`src/rtl/scan_index_gen.sv`:
```
// ---------------------------------------------------------------------------
// scan_index_gen
//
// Sequential 3-bit index generator feeding a downstream one-hot 3-to-8
// decoder (a = MSB, c = LSB). A prescaler divides the clock so that the
// index steps once every PRESCALE enabled cycles. On each step the index
// moves up, down, ping-pongs between 0 and 7, or holds, according to mode.
// A load strobe writes the index directly and restarts the prescaler phase.
//
// Parameters
//   PRESCALE  clock cycles per step (>= 1; 1 steps on every enabled edge)
//
// Ports
//   clk       system clock, rising edge
//   rst       synchronous reset, active-high
//   en        prescaler enable; low freezes prescaler and index
//   mode      00 up, 01 down, 10 ping-pong, 11 hold
//   load      single-cycle load strobe (beats a coincident step)
//   load_val  index value written on load
//   a, b, c   index bits 2, 1, 0 (registered)
//   tick      one-cycle pulse on every step (registered)
//   wrap      one-cycle pulse on wrap-around or ping-pong reversal
// ---------------------------------------------------------------------------
module scan_index_gen #(
    parameter int PRESCALE = 50_000_000
) (
    input  logic       clk,
    input  logic       rst,
    input  logic       en,
    input  logic [1:0] mode,
    input  logic       load,
    input  logic [2:0] load_val,
    output logic       a,
    output logic       b,
    output logic       c,
    output logic       tick,
    output logic       wrap
);

    // Derived prescaler width; at least one bit so PRESCALE=1 still builds.
    localparam int CNT_W = (PRESCALE > 1) ? $clog2(PRESCALE) : 1;
    localparam logic [CNT_W-1:0] CNT_LAST = CNT_W'(PRESCALE - 1);

    localparam logic [1:0] MODE_UP   = 2'b00;
    localparam logic [1:0] MODE_DOWN = 2'b01;
    localparam logic [1:0] MODE_PP   = 2'b10;

    typedef enum logic {
        DIR_UP   = 1'b0,
        DIR_DOWN = 1'b1
    } dir_t;

    logic [2:0]       r_idx;
    logic [CNT_W-1:0] r_cnt;
    dir_t             r_dir;
    logic             r_tick;
    logic             r_wrap;

    logic             w_step;

    // A step happens on the last enabled cycle of the prescaler period.
    assign w_step = en && (r_cnt == CNT_LAST);

    // Single sequential block: prescaler, index and ping-pong direction FSM.
    // Priority is rst, then load, then step, then idle/count.
    always_ff @(posedge clk) begin
        if (rst) begin
            r_idx  <= 3'd0;
            r_cnt  <= '0;
            r_dir  <= DIR_UP;
            r_tick <= 1'b0;
            r_wrap <= 1'b0;
        end else if (load) begin
            // Load also restarts the prescaler phase and re-arms ping-pong upward.
            r_idx  <= load_val;
            r_cnt  <= '0;
            r_dir  <= DIR_UP;
            r_tick <= 1'b0;
            r_wrap <= 1'b0;
        end else if (w_step) begin
            r_cnt  <= '0;
            r_tick <= 1'b1;
            r_wrap <= 1'b0;
            case (mode)
                MODE_UP: begin
                    r_idx  <= r_idx + 3'd1;
                    r_wrap <= (r_idx == 3'd7);
                end
                MODE_DOWN: begin
                    r_idx  <= r_idx - 3'd1;
                    r_wrap <= (r_idx == 3'd0);
                end
                MODE_PP: begin
                    // Reversal steps to the neighbour rather than repeating the end value.
                    case (r_dir)
                        DIR_UP: begin
                            if (r_idx == 3'd7) begin
                                r_idx  <= 3'd6;
                                r_dir  <= DIR_DOWN;
                                r_wrap <= 1'b1;
                            end else begin
                                r_idx  <= r_idx + 3'd1;
                            end
                        end
                        default: begin
                            if (r_idx == 3'd0) begin
                                r_idx  <= 3'd1;
                                r_dir  <= DIR_UP;
                                r_wrap <= 1'b1;
                            end else begin
                                r_idx  <= r_idx - 3'd1;
                            end
                        end
                    endcase
                end
                default: begin
                    // Hold: tick still pulses, index and direction stay put.
                    r_idx <= r_idx;
                end
            endcase
        end else begin
            r_tick <= 1'b0;
            r_wrap <= 1'b0;
            if (en) begin
                r_cnt <= r_cnt + CNT_W'(1);
            end
        end
    end

    assign a    = r_idx[2];
    assign b    = r_idx[1];
    assign c    = r_idx[0];
    assign tick = r_tick;
    assign wrap = r_wrap;

endmodule
```
`config.mk`:
```
export PLATFORM = sky130hd
export DESIGN_NAME = scan_index_gen
export DESIGN_NICKNAME = d
export VERILOG_FILES = /design/src/rtl/scan_index_gen.sv
export SDC_FILE = /design/constraint.sdc
export NUM_CORES = 1
export LEC_CHECK = 0
export BUFFER_PORTS_ARGS = -buffer_cell sky130_fd_sc_hd__buf_2
export CAP_MARGIN = 15
export CORE_MARGIN = 4
export CORE_UTILIZATION = 55
export DETAILED_ROUTE_END_ITERATION = 8
export PLACE_DENSITY = 0.85
export SETUP_SLACK_MARGIN = 0.1
export SLEW_MARGIN = 5
export SYNTH_ARGS = -nofsm -noshare
export SYNTH_HDL_FRONTEND = slang
export SYNTH_SLANG_ARGS = --single-unit
```
`constraint.sdc`:
```
create_clock -name clk -period 2.2 [get_ports clk]
set_input_delay 0.44 -clock clk [delete_from_list [all_inputs] [get_ports clk]]
set_output_delay 0.44 -clock clk [all_outputs]
set_load 0.1 [all_outputs]
```
==> run summary <==
result of the run -> finished clean
Switching Share -> 25.00%
Seq/Total Area, Yosys -> 36.23%
CTS HTree Levels -> 2
worst min path class -> input pin to register
crit path DAT -> 2.20 ns
clock sinks -> 32
clk buf depth -> 2
cell count after placement -> 267
WL per Instance -> 12.04 µm
Synth top area share -> 36.23%
Slew Limit Headroom -> 67.90%
slowest CP cell -> or4_4
Worst R2R Start -> r_cnt[0]$_SDFFE_PP0P_
setup tns final -> 0 ns
non-filler cells, final -> 275
Vias -> 1,479
Clk pin slew, worst setup/hold paths -> 0.10 ns
largest net degree at the start of global routing -> 19
wire length of the first global-routing pass -> 5954 µm
CP Launch Type -> register
Mapped Cells -> 212
grt ovf -> 0
total track usage -> 18.25%
Max Freq -> 506.0 MHz
worst slew pin tran -> 0.4849 ns
Pre-Repair DR Iteration Count -> 4
hold buffer count at cts -> 0
Clock Skew -> 0.01193 ns
Clk pwr share -> 39.0%
minimum clock period -> 1.976 ns
dpl hpwl -> 2371 µm
Primary FF master, synth -> dfxtp_1
clk root buf -> clkbuf_4
CTS tree -> built
Area growth, synth to finish -> 11.61%
number of cell rows -> 20
Post-synth EDFFs -> 0
Hold WS -> 0.3129 ns
Synth area leader -> dfxtp_1
worst path cell trace -> ha_1 -> and3_1 -> nand3_4 -> or4_4 -> a32oi_1 -> o31ai_1
combinational share of power -> 9.2%
DP Worst Slack -> 0.1270 ns
Peak supply drop -> 0.3555 mV
Synth cell types -> 41
Critical Path Source -> r_cnt[0]$_SDFFE_PP0P_
final-report hold violation count -> 0
Lkg Pwr -> 0.6800 nW
fin. max-slew vios -> 0
drt via density -> 5.378
height of the die -> 64.70 µm
ANT nets after route -> 0
critical path peak fanout -> 10
Synth Warn # -> 0
IO Count -> 14
1st-iter DRT viols -> 186
asr flop ratio synth -> 0%
Post-Route WL -> 3311 µm
initial antenna violation count -> 0
Finish-stage setup viols -> 0
Core ar. -> 3053 µm²
number of fill cells in the layout -> 271
Finished Cell Area -> 1973 µm²
CP required -> 2.42 ns
post-synthesis register bit count -> 32
Die X -> 64.70 µm
crit path kind -> register to register
synthesized area per cell -> 8.339 µm²
Initial Util -> 57.91%
max cap viols -> 0
synth top area cells -> dfxtp_1, nor2_1, ha_1
share of cells above drive strength 1 -> 15.15%
Synthesized Nets -> 231
vias in the first global route -> 1,354
diodes inserted -> 0
RSZ-0062 raised after global routing -> no
total CTS buffers -> 5
DRC -> 0
Net count, final -> 249
IO Port Bufs -> 13
crit path capture type -> register
Worst Hold Launch -> load_val[2]
Critical Path Max Stage Delay -> 0.55 ns
net switching power -> 0.2854 mW
Post-Syn Area -> 1768 µm²
die area -> 4185 µm²
Final period util -> 89.82%
Setup WS post-layout -> 0.2239 ns
Seq pwr share -> 51.8%
Int Pwr -> 0.8562 mW
Cell Area, Placed -> 1888 µm²
P per Cell Area -> 578.6 nW/µm²
Placer Congestion -> 0.8802
Skew-Pair Late Insertion Delay -> 0.34 ns
Yosys cell counts (2+ instances only):
cell,number
nor4b_1,4
clkbuf_1,4
nand4_1,12
xor2_1,13
inv_1,9
ha_1,10
nor4_1,3
o21ai_0,7
nor2_1,39
mux2i_1,2
a21oi_1,4
xnor2_1,11
a32oi_1,2
and3_1,3
or4_1,2
nor3_1,5
a31oi_1,2
o31ai_1,2
nor2b_1,2
or2_2,3
nand2_1,18
dfxtp_1,32
nand3_1,5
final timing paths:
| check | slack [ns] | to | depth (start not counted) |
|---|---|---|---|
| max | 0.22 | r_idx[1]$_SDFFE_PP0P_ | 6 |
| min | 0.31 | r_idx[2]$_SDFFE_PP0P_ | 3 |
| max reg2reg | 0.22 | r_idx[1]$_SDFFE_PP0P_ | 6 |
| min reg2reg | 0.55 | r_cnt[23]$_SDFFE_PP0P_ | 2 |
worst max-delay path, delay by kind of cell (launching register included):
| kind | cells | cell delay [ns] |
|---|---|---|
| AO/OA/AOI/OAI | 2 | 0.30 |
| flip-flops | 1 | 0.39 |
| adder cells (fa/ha/maj) | 1 | 0.18 |
| AND/OR/NAND/NOR | 3 | 0.99 |
flip-flops by register name (all words and copies together), names as in the netlist:
signal	cells
r_cnt	26
r_dir	1
r_idx	3
tick	1
wrap	1
cell usage in the layout, fill, tap and decap left out, types with 2 or more instances in the layout:
cell type | synthesis | routed
xnor2_1 | 11 | 11
inv_1 | 9 | 9
mux2i_1 | 2 | 2
ha_1 | 10 | 10
nand4_1 | 12 | 12
nor4b_1 | 4 | 4
xor2_1 | 13 | 13
nor4_1 | 3 | 3
dfxtp_1 | 32 | 31
buf_2 | 1 | 13
and3_1 | 3 | 3
a32oi_1 | 2 | 2
nor3_1 | 5 | 5
nor2_1 | 39 | 39
a31oi_1 | 2 | 2
o31ai_1 | 2 | 2
clkbuf_4 | 0 | 5
buf_4 | 1 | 5
or2_2 | 3 | 3
nand2_1 | 18 | 18
a21oi_1 | 4 | 4
nand3_1 | 5 | 5
o21ai_0 | 7 | 7
nor2b_1 | 2 | 2
stage by stage:
stage	utilization [%]	power [mW]
2_1_floorplan	-	0.6809
3_3_place_gp	61.84	0.7063
3_5_place_dp	61.84	0.7080
4_1_cts	64.34	1.143
5_1_grt	64.63	1.185
6_report	64.63	1.142
area by class of cell:
cell class              instances  area (µm²)  share of cell area [%]
flip-flops and latches         32       641.9                   32.53
multi-input cells             164        1064                   53.90
clock buffers                   6       41.29                   2.093
clock inverters                 2       35.03                   1.776
repair buffers                 18       102.6                   5.200
inverters                       9       33.78                   1.712
well taps                      44       55.05                   2.790
power groups by stage:
| stage | registers [mW] | logic [mW] | clock network (mW) |
|---|---|---|---|
| global route | 0.592 | 0.118 | 0.475 |
| finish | 0.591 | 0.105 | 0.445 |
| floorplan | 0.624 | 0.0566 | 0 |
| CTS | 0.591 | 0.104 | 0.448 |
| global placement | 0.604 | 0.102 | 0 |
| detailed placement | 0.604 | 0.104 | 0 |
repair_timing:
item                                    in CTS  in global routing
buffers inserted                             0                  0
endpoints found under the setup margin       0                 20
resized for setup                            0                  2
cell families (layout without fill, tap and decap cells):
kind of cell	Yosys count	count (layout)	share of synthesized area, %
flops	32	32	36.23
buf+inv	16	35	4.104
fa+ha+maj	10	10	7.077
xor+xnor	24	24	11.89
mux	2	2	1.132
simple gates	104	104	30.43
compound gates	24	24	9.130
layer usage:
metal | vias to the layer above | wire, µm | share of wire [%] | GRT usage (%)
met4 | 0 | 61 | 1.8 | 7.916
met3 | 7 | 138 | 4.2 | 4.333
met5 | - | 0 | 0 | 0
met2 | 25 | 1403 | 42 | 27.84
li1 | 772 | - | - | -
met1 | 675 | 1708 | 52 | 24.52
Note: power is estimated with default switching activity, not from simulation.
